### src/rtl/bcd_date_sequencer.sv
// Two-digit-year BCD calendar: advances one day per Tick and accepts validated date loads.
// Leap years are found from the BCD year digits directly, so no binary conversion is needed.
module bcd_date_sequencer #(
    parameter logic [7:0] RESET_DAY   = 8'h01,
    parameter logic [7:0] RESET_MONTH = 8'h01,
    parameter logic [7:0] RESET_YEAR  = 8'h00
) (
    input  logic       Clock,
    input  logic       Reset_N,
    input  logic       Tick,
    input  logic       Load,
    input  logic [7:0] LoadDay,
    input  logic [7:0] LoadMonth,
    input  logic [7:0] LoadYear,
    output logic       LoadReady,
    output logic [7:0] Day,
    output logic [7:0] Month,
    output logic [7:0] Year,
    output logic       Leap,
    output logic       Rollover,
    output logic       LoadError
);

    typedef enum logic {RUN, CHECK} state_t;

    state_t     state, state_nxt;
    logic       pend;
    logic [7:0] stg_day, stg_month, stg_year;
    logic [7:0] inc_day, inc_month, inc_year;
    logic       inc_wrap;
    logic       stg_valid;

    // Divisible by 4: even tens need ones in {0,4,8}, odd tens need ones in {2,6}.
    function automatic logic is_leap(input logic [7:0] y);
        if (y[4]) return (y[3:0] == 4'd2) || (y[3:0] == 4'd6);
        else      return (y[3:0] == 4'd0) || (y[3:0] == 4'd4) || (y[3:0] == 4'd8);
    endfunction

    function automatic logic [7:0] month_len(input logic [7:0] m, input logic lp);
        case (m)
            8'h04, 8'h06, 8'h09, 8'h11: month_len = 8'h30;
            8'h02:                      month_len = lp ? 8'h29 : 8'h28;
            default:                    month_len = 8'h31;
        endcase
    endfunction

    function automatic logic [7:0] bcd_inc(input logic [7:0] v);
        if (v[3:0] == 4'd9) return {v[7:4] + 4'd1, 4'd0};
        else                return {v[7:4], v[3:0] + 4'd1};
    endfunction

    assign Leap = is_leap(Year);

    always_comb begin
        inc_day   = bcd_inc(Day);
        inc_month = Month;
        inc_year  = Year;
        inc_wrap  = 1'b0;
        if (Day == month_len(Month, Leap)) begin
            inc_day = 8'h01;
            if (Month == 8'h12) begin
                inc_month = 8'h01;
                if (Year == 8'h99) begin
                    inc_year = 8'h00;
                    inc_wrap = 1'b1;
                end else begin
                    inc_year = bcd_inc(Year);
                end
            end else begin
                inc_month = bcd_inc(Month);
            end
        end
    end

    // Once every digit is known to be 0..9, plain unsigned compares order BCD values correctly.
    always_comb begin
        stg_valid = (stg_day[7:4]   <= 4'd9) && (stg_day[3:0]   <= 4'd9) &&
                    (stg_month[7:4] <= 4'd9) && (stg_month[3:0] <= 4'd9) &&
                    (stg_year[7:4]  <= 4'd9) && (stg_year[3:0]  <= 4'd9) &&
                    (stg_month >= 8'h01) && (stg_month <= 8'h12) &&
                    (stg_day >= 8'h01) &&
                    (stg_day <= month_len(stg_month, is_leap(stg_year)));
    end

    always_ff @(posedge Clock or negedge Reset_N) begin
        if (!Reset_N) state <= RUN;
        else          state <= state_nxt;
    end

    always_comb begin
        state_nxt = state;
        LoadReady = 1'b0;
        case (state)
            RUN: begin
                LoadReady = 1'b1;
                if (Load) state_nxt = CHECK;
            end
            CHECK:   state_nxt = RUN;
            default: state_nxt = RUN;
        endcase
    end

    always_ff @(posedge Clock or negedge Reset_N) begin
        if (!Reset_N) begin
            Day       <= RESET_DAY;
            Month     <= RESET_MONTH;
            Year      <= RESET_YEAR;
            pend      <= 1'b0;
            stg_day   <= 8'h00;
            stg_month <= 8'h00;
            stg_year  <= 8'h00;
            Rollover  <= 1'b0;
            LoadError <= 1'b0;
        end else begin
            Rollover  <= 1'b0;
            LoadError <= 1'b0;
            case (state)
                RUN: begin
                    if (Load) begin
                        stg_day   <= LoadDay;
                        stg_month <= LoadMonth;
                        stg_year  <= LoadYear;
                        pend      <= pend | Tick;
                    end else if (pend | Tick) begin
                        Day      <= inc_day;
                        Month    <= inc_month;
                        Year     <= inc_year;
                        Rollover <= inc_wrap;
                        // A fresh tick arriving with a pending one stays queued for next cycle.
                        pend     <= pend & Tick;
                    end
                end
                CHECK: begin
                    pend <= pend | Tick;
                    if (stg_valid) begin
                        Day   <= stg_day;
                        Month <= stg_month;
                        Year  <= stg_year;
                    end else begin
                        LoadError <= 1'b1;
                    end
                end
                default: ;
            endcase
        end
    end

endmodule

### config.mk
export PLATFORM = sky130hd
export DESIGN_NAME = bcd_date_sequencer
export DESIGN_NICKNAME = d
export VERILOG_FILES = /design/src/rtl/bcd_date_sequencer.sv
export SDC_FILE = /design/constraint.sdc
export NUM_CORES = 1
export LEC_CHECK = 0
export BUFFER_PORTS_ARGS = -buffer_cell sky130_fd_sc_hd__buf_2
export CORE_AREA = 2 2 89 91
export CTS_CLUSTER_SIZE = 25
export DETAILED_ROUTE_END_ITERATION = 10
export DIE_AREA = 0 0 91 93
export PLACE_DENSITY = 0.6
export SYNTH_ARGS = -nofsm -noshare
export SYNTH_HDL_FRONTEND = slang
export SYNTH_SLANG_ARGS = --single-unit
export TNS_END_PERCENT = 5
### constraint.sdc
create_clock -name Clock -period 3.3 [get_ports Clock]
set_input_delay 0.495 -clock Clock [delete_from_list [all_inputs] [get_ports Clock]]
set_output_delay 0.495 -clock Clock [all_outputs]
set_load 0.05 [all_outputs]
# Word level (Yosys, flattened, before mapping)
# Index checks and enable logic that the tools add are counted.
dict set report totals {
  regBits 52
  latch_bits 0
  mem_bits_rw 0
  rom_bits 0
  input_bits 28
  out_inout_bits 28
  elab_cells 132
  n_memories 0
}
dict set report op_classes {
  add_sub_neg 6
  multipliers 0
  div 0
  n_lt_le_gt_ge 10
  eq_ne 33
  shifts 0
  n_mux 41
  n_bitwise 3
  reduce_logical 26
}
# cell n
set ops {}
lappend ops {{two-way mux 8 bit} 18}
lappend ops {{case mux 8 bit (2 select lines)} 3}
lappend ops {{== test 8 x 3 -> 1 bit, second input constant} 4}
lappend ops {{adder 4 x 1 -> 4 bit, second input constant} 6}
lappend ops {{== test 8 x 5 -> 1 bit, second input constant} 3}
lappend ops {{less-or-equal comparator 4 bit, second input constant} 6}
lappend ops {{== test 4 bit, second input constant} 5}
lappend ops {{case mux 5 bit (2 select lines)} 2}
lappend ops {{== test 4 x 3 -> 1 bit, second input constant} 4}
lappend ops {{== test 8 x 2 -> 1 bit, second input constant} 2}
lappend ops {{== test 8 x 4 -> 1 bit, second input constant} 2}
lappend ops {{greater-or-equal comparator 8 x 1 -> 1 bit, second input constant} 2}
lappend ops {{two-way mux 1 bit} 16}
lappend ops {{inequality test 3 bit, second input constant} 4}
lappend ops {{AND reduction 5 bit} 2}
lappend ops {{logical AND 1 bit} 9}
lappend ops {{== test 4 x 2 -> 1 bit, second input constant} 2}
lappend ops {{== test 8 bit} 1}
lappend ops {{== test 8 bit, second input constant} 1}
lappend ops {{less-or-equal comparator 8 x 5 -> 1 bit, second input constant} 1}
lappend ops {{less-or-equal comparator 8 bit} 1}
lappend ops {{logical NOT 4 bit} 2}
lappend ops {{inequality test 2 bit, second input constant} 4}
lappend ops {{AND reduction 4 bit} 2}
lappend ops {{10 further kinds} 17}

# Logic depth before layout (Yosys ltp)
dict set report logic_depth {
  ltp_word 12
  mapped_depth 15
}

# Worst setup path before layout
# OpenSTA, ideal clock, no wires.
dict set report synth_timing {
  path_type {register -> register}
  from {register Year[1]}
  to {register Year[4]}
  t_arrival_ns 3.056
  setup_slack_ns 0.119
  path_stages_with_launch 10
  path_buffers 2
  synth_period_minus_slack_ns 3.181
  cell_sequence {dfrtp_1 -> clkbuf_1 -> nand3b_1 -> a21oi_1 -> nor3_1 -> o21a_1 -> o211ai_2 -> and3_1 -> buf_4 -> mux2_4}
}
dict set report synth_via {
  elab_chain_cells 9
  word_cells_on_any_way 23
  classes_between {eq/ne (9); mux (9); reduce/logical (5)}
}
# element line
set synth_rtl {}
lappend synth_rtl {{from (decl)} 18} ;# output logic [7:0] Year,
lappend synth_rtl {{from (signal assigned)} 127} ;# Year <= inc_year;
lappend synth_rtl {{from (signal assigned)} 138} ;# Year <= stg_year;
lappend synth_rtl {{== test 4 x 3 -> 1 bit / logical NOT 4 bit (equally long branches)} 36} ;# else return (y[3:0] == 4'd0) || (y[3:0] == 4'd4) || (y[3:0] == 4'd8);
lappend synth_rtl {{logical OR 1 bit (2 in a row)} 36}
lappend synth_rtl {{two-way mux 1 bit *} 35} ;# if (y[4]) return (y[3:0] == 4'd2) || (y[3:0] == 4'd6);
lappend synth_rtl {{net Leap} 19} ;# output logic Leap,
lappend synth_rtl {{two-way mux 1 bit *} 42} ;# 8'h02: month_len = lp ? 8'h29 : 8'h28;
lappend synth_rtl {{case mux 5 bit (2 select lines) *} 40} ;# case (m)
lappend synth_rtl {{== test 8 bit *} 59} ;# if (Day == month_len(Month, Leap)) begin
lappend synth_rtl {{inequality test 2 bit (no source line) *} n/a}
lappend synth_rtl {{AND reduction 6 bit (no source line) *} n/a}
# The timed path passes the listed nets; every way through them passes the cells marked *. The select of a mux whose other input is x is not followed.
# A chain may end at the register's enable or synchronous reset.

# Worst setup path in the final report
dict set report layout_timing {
  from {register stg_month[4]}
  to {register Year[4]}
}
dict set report layout_via {
  elab_chain_cells 11
  word_cells_on_any_way 21
  classes_between {order compare (4); eq/ne (6); mux (1); reduce/logical (10)}
}
# element line
set layout_rtl {}
lappend layout_rtl {{from (decl)} 28} ;# logic [7:0] stg_day, stg_month, stg_year;
lappend layout_rtl {{from (signal assigned)} 121} ;# stg_month <= LoadMonth;
lappend layout_rtl {{branches (longest 8 deep; another with less-or-equal comparator 8 bit)} n/a}
lappend layout_rtl {{logical AND 1 bit *} 81} ;# (stg_day >= 8'h01) &&
lappend layout_rtl {{inequality test 2 x 1 -> 1 bit (no source line) *} n/a}
lappend layout_rtl {{AND reduction 6 bit (no source line) *} n/a}
# Every way passes the cells marked *.

==> reports/results.tsv <==
metric	value	unit
cts-root-buf	clkbuf_8	
numCtsBuffers	5	
clkTransAtPathRegs	0.09	ns
clk_path_buf_depth	2	
fin_area	3660	um2
regArea	1300	um2
avgSynthCellArea	10.0	um2
ys_ff_latch	52	
antenna_found_initial	0	
timing.rr.start	stg_month[4]	
path_class	flip-flop to flip-flop	
layout_common_cells	55 x buf_2, 50 x dfrtp_1, 26 x mux2_2	
worst_ir_drop_vdd	0.204	mV
grt_max_degree	34	
drt.antenna.violating_nets	0	
finalPower	2.39	mW
via_per_inst	5.55	
start_util	0.418	
post-route-period-util	0.925	
vias	2637	
startpoint	stg_month[4]	
clkLatencyLatePin	0.30	ns
multi_input_area	1720	um2
area.growth.synth_to_final	16.3	%
fill_cells	764	
gp_congestion	0.837	
relSlewSlack	0.457	
cts_max_level	2	
p_leak	1.63	nW
synthArstFlopShare	1.00	
worst_pin_slew	0.806	ns
die-height	93	um
cp-start-kind	flip-flop	
final_util	0.487	
yosys_warnings	0	
slew_viol_final	0	
period_minus_slack	3.05	ns
hpwl	5.64	mm
grt.total_usage	0.182	
core_area	7530	um2
drv_cap	0	
fin_ws	0.248	ns
synth_cell_types	65	
status	finished, final reports clean	
drt-total-wl	7.53	mm
r2r_cells	11	
seq_area_frac_synth	0.414	
cts_hold_buf	0	
crit_fanout	9	
hp-class	input pin to async pin	
r2r-end	Year[4]	
firstDrtPassIters	4	
critPathCapture	Year[4]	
hold_viol_final	0	
overflow	0	
crit_path_end_kind	flip-flop	
max_freq	328	MHz
finalSetupViolCount	0	
synthCells	314	
pwr_density_cell	651	nW/um2
ios	56	
wl_per_cell	15.9	um
grt_pass1_vias	2507	
synth_edf_count	0	
die-area	8460	um2
port_buffers	55	
ys.flop_type	dfrtp_1	
die_w	91	um
grt_pass1_wl	12.5	mm
worstPathRequired	3.49	ns
nNetsFinal	411	
tritoncts	built	
n_antenna_cell	0	
drc	0	
cts.sinks	52	
drtIter0Drc	168	
syn_nets	353	
whs	0.253	ns
netlist_area	3150	um2
place_ws	0.145	ns
r2r_slack	0.25	ns
final.setup_skew	0.00623	ns
crit_arrival	3.24	ns
post_dp_cell_area	3550	um2
drive_gt1_frac	0.330	
final_common_cell	buf_2	
num_rows	32	
[state kept, by name, indices dropped and copies added, names as in the netlist]
signal,count
LoadError,1
Month,8
Rollover,1
Year,8
pend,1
state,1
stg_month,8
stg_day,8
stg_year,8
Day,8
[worst min path at each step]
stage,from,to,slack [ns],cells after the start
final,Reset_N,stg_day[6],0.25,1
after global routing,Reset_N,stg_month[1],0.31,1
after CTS,Reset_N,state,0.28,1
after detailed placement,stg_day[6],stg_day[6],0.51,1
after global placement,stg_day[7],stg_day[7],0.49,1
after floorplan,Reset_N,Day[1],0.20,0
[report_power, final]
| part | internal, mW | leakage, nW | switching, mW | total, mW |
|---|---|---|---|---|
| combinational | 0.361 | 0.959 | 0.653 | 1.01 |
| sequential | 0.774 | 0.624 | 0.219 | 0.993 |
| clock | 0.171 | 0.0445 | 0.208 | 0.379 |
[what timing repair did]
action,in CTS,in global routing
endpoints found under the setup margin,0,7
setup buffers,0,1
resized for setup,0,3
[logic make-up (layout without fill, tap and decap cells)]
family                     Yosys count  count (layout)  share of synthesized area
muxes                               35              35                      0.129
xor gates and xnor gates             5               5                     0.0139
buffers and inverters               30              89                     0.0433
DFF                                 52              52                      0.414
AOI/OAI and AO/OA                   77              77                      0.175
and+or+nand+nor                    104             104                      0.181
adders and majority gates           11              11                     0.0437
[final cells by class]
type,instances,area share
multi-input cells,232,0.469
flip-flops and latches,52,0.356
repair buffers,67,0.0998
well taps,102,0.0348
clock buffers,7,0.0236
inverters,14,0.0143
clock inverters,1,0.00205
[worst max-delay path, stage by stage, from the launching register on]
cell and delay (ns):
dfrtp_1 0.46, nor4_1 0.32, nand3_1 0.15, ha_1 0.32
o21a_1 0.17, o21a_1 0.19, a2111oi_4 0.33, buf_4 0.20
nand2_4 0.08, nand2_4 0.14, and3_2 0.28, mux2_4 0.31
[cells in the mapped netlist (2+ instances only)]
master / instances / share of area
a211o_1: 4 / 0.011
a211oi_1: 2 / 0.0048
a21oi_1: 13 / 0.021
a221o_1: 2 / 0.0064
a22oi_1: 4 / 0.0095
and3_1: 6 / 0.012
buf_2: 4 / 0.0064
buf_6: 2 / 0.0072
clkbuf_1: 9 / 0.011
dfrtp_1: 50 / 0.40
dfstp_2: 2 / 0.017
ha_1: 11 / 0.044
inv_1: 13 / 0.016
mux2_2: 26 / 0.093
mux2_4: 4 / 0.019
mux2i_1: 4 / 0.013
nand2_1: 24 / 0.029
nand2_4: 2 / 0.0072
nand3_1: 7 / 0.011
nand3b_1: 4 / 0.0095
nand4_1: 6 / 0.012
nor2_1: 19 / 0.023
nor2b_1: 3 / 0.0060
nor3_1: 10 / 0.016
nor3b_1: 4 / 0.0095
nor4_1: 6 / 0.012
o211ai_2: 2 / 0.0079
o21a_1: 4 / 0.0095
o21ai_0: 22 / 0.035
o21bai_1: 2 / 0.0048
o22ai_1: 2 / 0.0040
o2bb2ai_1: 2 / 0.0056
or2_2: 2 / 0.0040
or4_1: 3 / 0.0072
xnor2_1: 3 / 0.0083
xor2_1: 2 / 0.0056
[per-stage QoR]
stage / setup TNS (ns) / cells
floorplan: 0 / 314
global placement: 0 / 466
detailed placement: 0 / 466
CTS: 0 / 474
global route: -0.0107 / 475
finish: 0 / 475
[layer usage]
| metal | GRT usage | up-vias | part of all wire |
|---|---|---|---|
| met3 | 0.0306 | 6 | 0.048 |
| met5 | 0 | - | 0 |
| met2 | 0.301 | 65 | 0.47 |
| li1 | - | 1270 | - |
| met1 | 0.254 | 1296 | 0.47 |
| met4 | 0.0404 | 0 | 0.0084 |
Note: power is estimated with default switching activity, not from simulation.
